[src/rtl/jedro_1_pkg.sv]
// Shared definitions for the jedro_1 RV32I integer core slice.
// Holds opcode/funct constants, the ALU operation enum, the default boot
// address and a helper mapping funct3 (+ alternate bit) to an ALU operation.
package jedro_1_pkg;

  localparam logic [31:0] BootAddrDefault = 32'h0000_0000;

  // Major opcodes (full 7 bits, so opcode[1:0] != 2'b11 never matches)
  localparam logic [6:0] OpcLui   = 7'b0110111;
  localparam logic [6:0] OpcAuipc = 7'b0010111;
  localparam logic [6:0] OpcOpImm = 7'b0010011;
  localparam logic [6:0] OpcOp    = 7'b0110011;

  localparam logic [2:0] F3AddSub = 3'b000;
  localparam logic [2:0] F3Sll    = 3'b001;
  localparam logic [2:0] F3Slt    = 3'b010;
  localparam logic [2:0] F3Sltu   = 3'b011;
  localparam logic [2:0] F3Xor    = 3'b100;
  localparam logic [2:0] F3Srl    = 3'b101;
  localparam logic [2:0] F3Or     = 3'b110;
  localparam logic [2:0] F3And    = 3'b111;

  localparam logic [6:0] F7Base = 7'b0000000;
  localparam logic [6:0] F7Alt  = 7'b0100000;

  typedef enum logic [3:0] {
    AluAdd,
    AluSub,
    AluSll,
    AluSlt,
    AluSltu,
    AluXor,
    AluSrl,
    AluSra,
    AluOr,
    AluAnd
  } alu_op_e;

  // alt selects SUB over ADD and SRA over SRL.
  function automatic alu_op_e alu_op_from(input logic [2:0] funct3, input logic alt);
    alu_op_e op;
    case (funct3)
      F3AddSub: op = alt ? AluSub : AluAdd;
      F3Sll:    op = AluSll;
      F3Slt:    op = AluSlt;
      F3Sltu:   op = AluSltu;
      F3Xor:    op = AluXor;
      F3Srl:    op = alt ? AluSra : AluSrl;
      F3Or:     op = AluOr;
      default:  op = AluAnd;
    endcase
    return op;
  endfunction

endpackage

[src/rtl/jedro_1_decoder.sv]
// Instruction decoder for the supported RV32I subset.
// Ports: clk_i/rst_ni, instr_i (word from instruction memory), valid_i
// (instr_i holds a real fetched word); outputs the decoded fields
// (alu_op_o, rd_o, rs1_o, rs2_o, imm_o, operand selects), the combinational
// illegal_o and the sticky registered illegal_instr_ro.
module jedro_1_decoder
  import jedro_1_pkg::*;
(
  input  logic        clk_i,
  input  logic        rst_ni,
  input  logic [31:0] instr_i,
  input  logic        valid_i,
  output logic        illegal_o,
  output logic        illegal_instr_ro,
  output alu_op_e     alu_op_o,
  output logic [4:0]  rd_o,
  output logic [4:0]  rs1_o,
  output logic [4:0]  rs2_o,
  output logic [31:0] imm_o,
  output logic        use_imm_o,
  output logic        zero_a_o,
  output logic        pc_a_o
);

  logic [6:0] opcode;
  logic [2:0] funct3;
  logic [6:0] funct7;
  logic       illegal_q;

  assign opcode = instr_i[6:0];
  assign funct3 = instr_i[14:12];
  assign funct7 = instr_i[31:25];
  assign rd_o   = instr_i[11:7];
  assign rs1_o  = instr_i[19:15];
  assign rs2_o  = instr_i[24:20];

  always_comb begin
    illegal_o = 1'b1;
    alu_op_o  = AluAdd;
    imm_o     = {{20{instr_i[31]}}, instr_i[31:20]};
    use_imm_o = 1'b0;
    zero_a_o  = 1'b0;
    pc_a_o    = 1'b0;
    case (opcode)
      OpcLui: begin
        illegal_o = 1'b0;
        imm_o     = {instr_i[31:12], 12'd0};
        use_imm_o = 1'b1;
        zero_a_o  = 1'b1;
      end
      OpcAuipc: begin
        illegal_o = 1'b0;
        imm_o     = {instr_i[31:12], 12'd0};
        use_imm_o = 1'b1;
        pc_a_o    = 1'b1;
      end
      OpcOpImm: begin
        use_imm_o = 1'b1;
        // Only the right shift reads funct7 as an operation modifier.
        alu_op_o  = alu_op_from(funct3, (funct3 == F3Srl) && (funct7 == F7Alt));
        case (funct3)
          F3Sll:   illegal_o = (funct7 != F7Base);
          F3Srl:   illegal_o = !((funct7 == F7Base) || (funct7 == F7Alt));
          default: illegal_o = 1'b0;
        endcase
      end
      OpcOp: begin
        alu_op_o  = alu_op_from(funct3, funct7 == F7Alt);
        illegal_o = !((funct7 == F7Base) ||
                      ((funct7 == F7Alt) && ((funct3 == F3AddSub) || (funct3 == F3Srl))));
      end
      default: illegal_o = 1'b1;
    endcase
  end

  // Sticky until reset.
  always_ff @(posedge clk_i or negedge rst_ni) begin
    if (!rst_ni) begin
      illegal_q <= 1'b0;
    end else if (valid_i && illegal_o) begin
      illegal_q <= 1'b1;
    end
  end

  assign illegal_instr_ro = illegal_q;

endmodule

[src/rtl/jedro_1_regfile.sv]
// 32 x 32-bit integer register file.
// Ports: clk_i/rst_ni (async active-low reset clears all entries),
// one write port (we_i, waddr_i, wdata_i) and two asynchronous read ports
// (raddr_a_i/rdata_a_o, raddr_b_i/rdata_b_o). x0 ignores writes and reads 0.
module jedro_1_regfile (
  input  logic        clk_i,
  input  logic        rst_ni,
  input  logic        we_i,
  input  logic [4:0]  waddr_i,
  input  logic [31:0] wdata_i,
  input  logic [4:0]  raddr_a_i,
  output logic [31:0] rdata_a_o,
  input  logic [4:0]  raddr_b_i,
  output logic [31:0] rdata_b_o
);

  logic [31:0] regfile [0:31];

  always_ff @(posedge clk_i or negedge rst_ni) begin
    if (!rst_ni) begin
      for (int i = 0; i < 32; i++) begin
        regfile[i] <= '0;
      end
    end else if (we_i && (waddr_i != 5'd0)) begin
      regfile[waddr_i] <= wdata_i;
    end
  end

  assign rdata_a_o = (raddr_a_i == 5'd0) ? 32'd0 : regfile[raddr_a_i];
  assign rdata_b_o = (raddr_b_i == 5'd0) ? 32'd0 : regfile[raddr_b_i];

endmodule

[src/rtl/jedro_1_top.sv]
// jedro_1 core: 3-stage in-order RV32I-subset pipeline (fetch, decode,
// execute/writeback) with no branches, loads or stores.
// Ports: clk_i, rstn_i (async active-low); iram_addr/iram_rdata to a
// synchronous instruction ROM (one cycle latency); dram_* data port held idle.
// Parameter BOOT_ADDR: first fetch address after reset.
module jedro_1_top
  import jedro_1_pkg::*;
#(
  parameter logic [31:0] BOOT_ADDR = BootAddrDefault
) (
  input  logic        clk_i,
  input  logic        rstn_i,
  output logic [31:0] iram_addr,
  input  logic [31:0] iram_rdata,
  output logic [3:0]  dram_we,
  output logic        dram_stb,
  output logic [31:0] dram_addr,
  output logic [31:0] dram_wdata,
  input  logic [31:0] dram_rdata,
  input  logic        dram_ack,
  input  logic        dram_err
);

  // Fetch stage: pc_q is on the ROM address; if_pc_q is the address of the
  // word currently on iram_rdata.
  logic [31:0] pc_q, if_pc_q;
  logic        if_valid_q;
  logic        halted;

  // Decoder outputs
  logic        dec_illegal;
  alu_op_e     dec_alu_op;
  logic [4:0]  dec_rd, dec_rs1, dec_rs2;
  logic [31:0] dec_imm;
  logic        dec_use_imm, dec_zero_a, dec_pc_a;
  logic        id_valid;

  // Register file / forwarding
  logic [31:0] rf_a, rf_b, rs1_val, rs2_val;
  logic        wb_we;

  // Execute stage
  logic        ex_valid_q;
  alu_op_e     ex_op_q;
  logic [4:0]  ex_rd_q;
  logic [31:0] ex_a_q, ex_b_q;
  logic [31:0] alu_res;
  logic [4:0]  shamt;

  assign iram_addr = pc_q;

  always_ff @(posedge clk_i or negedge rstn_i) begin
    if (!rstn_i) begin
      pc_q       <= BOOT_ADDR;
      if_pc_q    <= BOOT_ADDR;
      if_valid_q <= 1'b0;
    end else if (!halted) begin
      pc_q       <= pc_q + 32'd4;
      if_pc_q    <= pc_q;
      if_valid_q <= 1'b1;
    end
  end

  jedro_1_decoder decoder_inst (
    .clk_i            (clk_i),
    .rst_ni           (rstn_i),
    .instr_i          (iram_rdata),
    .valid_i          (if_valid_q),
    .illegal_o        (dec_illegal),
    .illegal_instr_ro (halted),
    .alu_op_o         (dec_alu_op),
    .rd_o             (dec_rd),
    .rs1_o            (dec_rs1),
    .rs2_o            (dec_rs2),
    .imm_o            (dec_imm),
    .use_imm_o        (dec_use_imm),
    .zero_a_o         (dec_zero_a),
    .pc_a_o           (dec_pc_a)
  );

  // Nothing at or after the illegal word enters execute.
  assign id_valid = if_valid_q && !dec_illegal && !halted;

  // Older instructions still in execute retire in the cycle the halt flag sets;
  // the flag is registered, so it only masks writes from the next cycle on.
  assign wb_we = ex_valid_q && !halted && (ex_rd_q != 5'd0);

  jedro_1_regfile regfile_inst (
    .clk_i     (clk_i),
    .rst_ni    (rstn_i),
    .we_i      (wb_we),
    .waddr_i   (ex_rd_q),
    .wdata_i   (alu_res),
    .raddr_a_i (dec_rs1),
    .rdata_a_o (rf_a),
    .raddr_b_i (dec_rs2),
    .rdata_b_o (rf_b)
  );

  // Writeback-to-decode bypass: the regfile write lands on the same edge
  // that captures the operands, so the array read would be one value stale.
  assign rs1_val = (wb_we && (ex_rd_q == dec_rs1)) ? alu_res : rf_a;
  assign rs2_val = (wb_we && (ex_rd_q == dec_rs2)) ? alu_res : rf_b;

  always_ff @(posedge clk_i or negedge rstn_i) begin
    if (!rstn_i) begin
      ex_valid_q <= 1'b0;
      ex_op_q    <= AluAdd;
      ex_rd_q    <= 5'd0;
      ex_a_q     <= '0;
      ex_b_q     <= '0;
    end else begin
      ex_valid_q <= id_valid;
      ex_op_q    <= dec_alu_op;
      ex_rd_q    <= dec_rd;
      ex_a_q     <= dec_zero_a ? 32'd0 : (dec_pc_a ? if_pc_q : rs1_val);
      ex_b_q     <= dec_use_imm ? dec_imm : rs2_val;
    end
  end

  assign shamt = ex_b_q[4:0];

  always_comb begin
    alu_res = '0;
    case (ex_op_q)
      AluAdd:  alu_res = ex_a_q + ex_b_q;
      AluSub:  alu_res = ex_a_q - ex_b_q;
      AluSll:  alu_res = ex_a_q << shamt;
      AluSlt:  alu_res = {31'd0, $signed(ex_a_q) < $signed(ex_b_q)};
      AluSltu: alu_res = {31'd0, ex_a_q < ex_b_q};
      AluXor:  alu_res = ex_a_q ^ ex_b_q;
      AluSrl:  alu_res = ex_a_q >> shamt;
      AluSra:  alu_res = $signed(ex_a_q) >>> shamt;
      AluOr:   alu_res = ex_a_q | ex_b_q;
      AluAnd:  alu_res = ex_a_q & ex_b_q;
      default: alu_res = '0;
    endcase
  end

  // Data port is not used by this subset.
  assign dram_we    = 4'd0;
  assign dram_stb   = 1'b0;
  assign dram_addr  = 32'd0;
  assign dram_wdata = 32'd0;

  logic unused_dram;
  assign unused_dram = ^{dram_rdata, dram_ack, dram_err};

endmodule

[config.mk]
export PLATFORM = sky130hd
export DESIGN_NAME = jedro_1_top
export DESIGN_NICKNAME = d
export VERILOG_FILES = /design/src/rtl/jedro_1_pkg.sv /design/src/rtl/jedro_1_decoder.sv /design/src/rtl/jedro_1_regfile.sv /design/src/rtl/jedro_1_top.sv
export SDC_FILE = /design/constraint.sdc
export NUM_CORES = 1
export LEC_CHECK = 0
export ABC_AREA = 1
export CORE_MARGIN = 2
export CORE_UTILIZATION = 38
export CTS_BUF_LIST = sky130_fd_sc_hd__clkbuf_16
export DETAILED_ROUTE_END_ITERATION = 8
export PLACE_DENSITY = 0.86
export SETUP_SLACK_MARGIN = 0.1
export SLEW_MARGIN = 20
export SYNTH_ARGS = -nofsm -noshare
export SYNTH_HDL_FRONTEND = slang
export SYNTH_HIERARCHICAL = 1
export SYNTH_SLANG_ARGS = --single-unit
[constraint.sdc]
create_clock -name clk_i -period 1.55 [get_ports clk_i]
set_clock_uncertainty 0.05 [all_clocks]
set_input_delay 0.2325 -clock clk_i [delete_from_list [all_inputs] [get_ports clk_i]]
set_output_delay 0.2325 -clock clk_i [all_outputs]
set_load 0.03 [all_outputs]
==> results.tsv <==
metric	value	unit
io pins	169	
Stages on worst setup path	1	
total track usage	14.6	%
mapped cell area	2550	µm²
worst skew pair latency	0.28	ns
CTS Sinks	32	
final setup margin	0.104	ns
Max Clock Freq	692	MHz
leakage dissipation	1.71	nW
CTS Buffer Depth	2	
MaxCap Viol Count	0	
Crit. End Element	output port	
worst r2r path cells	9	
status	complete, no violations	
initial antenna violation count	0	
CP bufs+invs	1	
PD cells	665	nW/µm²
GP Congestion	0.897	
HPWL after DPL	4010	µm
first-pass GRT wire length	8450	µm
vias	2096	
Worst-path clk slew	0.05	ns
row cnt	29	
routed len/inst	11.3	µm
unrepaired setup endpoints after global routing	true	
Final min period	1.45	ns
CP Max Fanout	5	
number of global-route vias before repair	1933	
DIE AREA	7380	µm²
required time worst endpoint	1.27	ns
crit path launch type	flip-flop	
Critical Path, Cell by Cell	dlygate4sd2_1	
DR DRC count	0	
initial core utilization	39.7	%
data arrival time of the worst path	1.16	ns
Root Driver	clkbuf_16	
Crit path max-delay family	flip-flops	
TritonCTS Buffers	5	
worst hold path class	in2async	
DRT Pass-1 Iters	4	
grt ovf	0	
area grow syn2layout	22.5	%
Initial DRC Count	88	
Slew Viols, Final	0	
Die Y-Extent	85.9	µm
Final Setup Violations	0	
Worst path max stage delay	0.44	ns
Nets	468	
port bufs	48	
period utilisation layout	93.3	%
total core area	6420	µm²
Ant. Diodes	0	
Die X	85.9	µm
H-tree lvl count	2	
layout cells sized above 1	19.0	%
VDD IR-drop max	0.382	mV
CTS tree	done	
cells after synthesis	334	
filler instances	601	
Ys Warns	6	
WL final	5400	µm
Hold Vio Cnt, Final	0	
vias per cell	4.39	
post-route ant nets	0	
critical path class	reg2out	
Post-Layout Cell Count	477	
Placed Cells	464	
CP max-delay cell	dfrtp_2	
post-place setup slack	-0.0790	ns
final core occ	48.6	%
largest net degree at the start of global routing	33	
Avg Synthesized Cell Area	7.63	µm²
==> power breakdown <==
| part | switching (W) | internal [W] |
|---|---|---|
| registers | 0 | 0.000837 |
| logic | 0.000272 | 0.0000511 |
| clock network | 0.000343 | 0.000576 |
| total | 0.000615 | 0.00146 |
==> cell usage in the layout, fill, tap and decap left out <==
cell type and instances:
buf_4 12, clkbuf_16 5, clkdlybuf4s15_1 3, clkdlybuf4s50_1 18, clkinv_1 1, conb_1 71
dfrtp_1 20, dfrtp_2 12, dlygate4sd2_1 27, ha_4 1, inv_1 39, inv_2 1
inv_4 1, nand2_1 77, nand2_2 9, nand2_4 4, nand3_1 14, nand3_2 7
nand3_4 2, nand3b_1 5, nand4_1 11, nor2_1 20, nor2_2 9, nor2_4 10
nor2_8 1, nor3_1 2, nor3_2 1, o21ai_1 1, or2_2 1, xnor2_1 7
xor2_1 8
==> state kept, by name (all words and copies together), names as in the netlist <==
| signal | cells |
|---|---|
| if_valid_q | 1 |
| decoder_inst/illegal_instr_ro | 1 |
| iram_addr | 30 |
==> metrics by stage <==
step	hold slack (ns)	setup TNS [ns]	power, W	instance area, µm²
2_1_floorplan	-0.113	0	0.00124	2840
3_3_place_gp	0.400	0	0.00117	2930
3_5_place_dp	0.399	-0.0790	0.00117	2930
4_1_cts	0.325	0	0.00209	3030
5_1_grt	0.365	0	0.00215	3120
6_report	0.306	0	0.00208	3120
==> per-layer routing <==
metal	routed length, µm	up-vias	GRT usage (%)
met2	2820	90	25.0
met1	2080	985	16.8
met3	389	10	4.14
met4	114	0	6.35
met5	0	-	0
li1	-	1011	-
==> path summary, 6_finish.rpt <==
check	startpoint	to	slack, ns
min in group clk_i	if_valid_q$_DFFE_PN0N_	decoder_inst/illegal_instr_ro$_DFFE_PN0P_	0.41
max	iram_addr[2]$_DFFE_PN0N_	iram_addr[2]	0.10
min	rstn_i	iram_addr[9]$_DFFE_PN0N_	0.31
max in group asynchronous	rstn_i	iram_addr[2]$_DFFE_PN0N_	0.82
min reg2reg	if_valid_q$_DFFE_PN0N_	decoder_inst/illegal_instr_ro$_DFFE_PN0P_	0.41
max reg2reg	iram_addr[2]$_DFFE_PN0N_	iram_addr[28]$_DFFE_PN0N_	0.12
==> timing repair <==
item,4_1_cts,5_1_grt
resized for setup,31,23
pin swaps,0,13
setup buffers,0,5
endpoints found under the setup margin,30,22
hold buffers,0,0
==> cell type report <==
cell class | instances | area (µm²) | area share [%]
clock buffers | 5 | 125 | 4.00
clock inverters | 3 | 11.3 | 0.360
inverters | 39 | 149 | 4.77
multi-input cells | 261 | 1390 | 44.5
flip-flops and latches | 32 | 816 | 26.1
well taps | 77 | 96.3 | 3.08
repair buffers | 60 | 537 | 17.2
No activity file was read; power rests on OpenSTA's default activity.
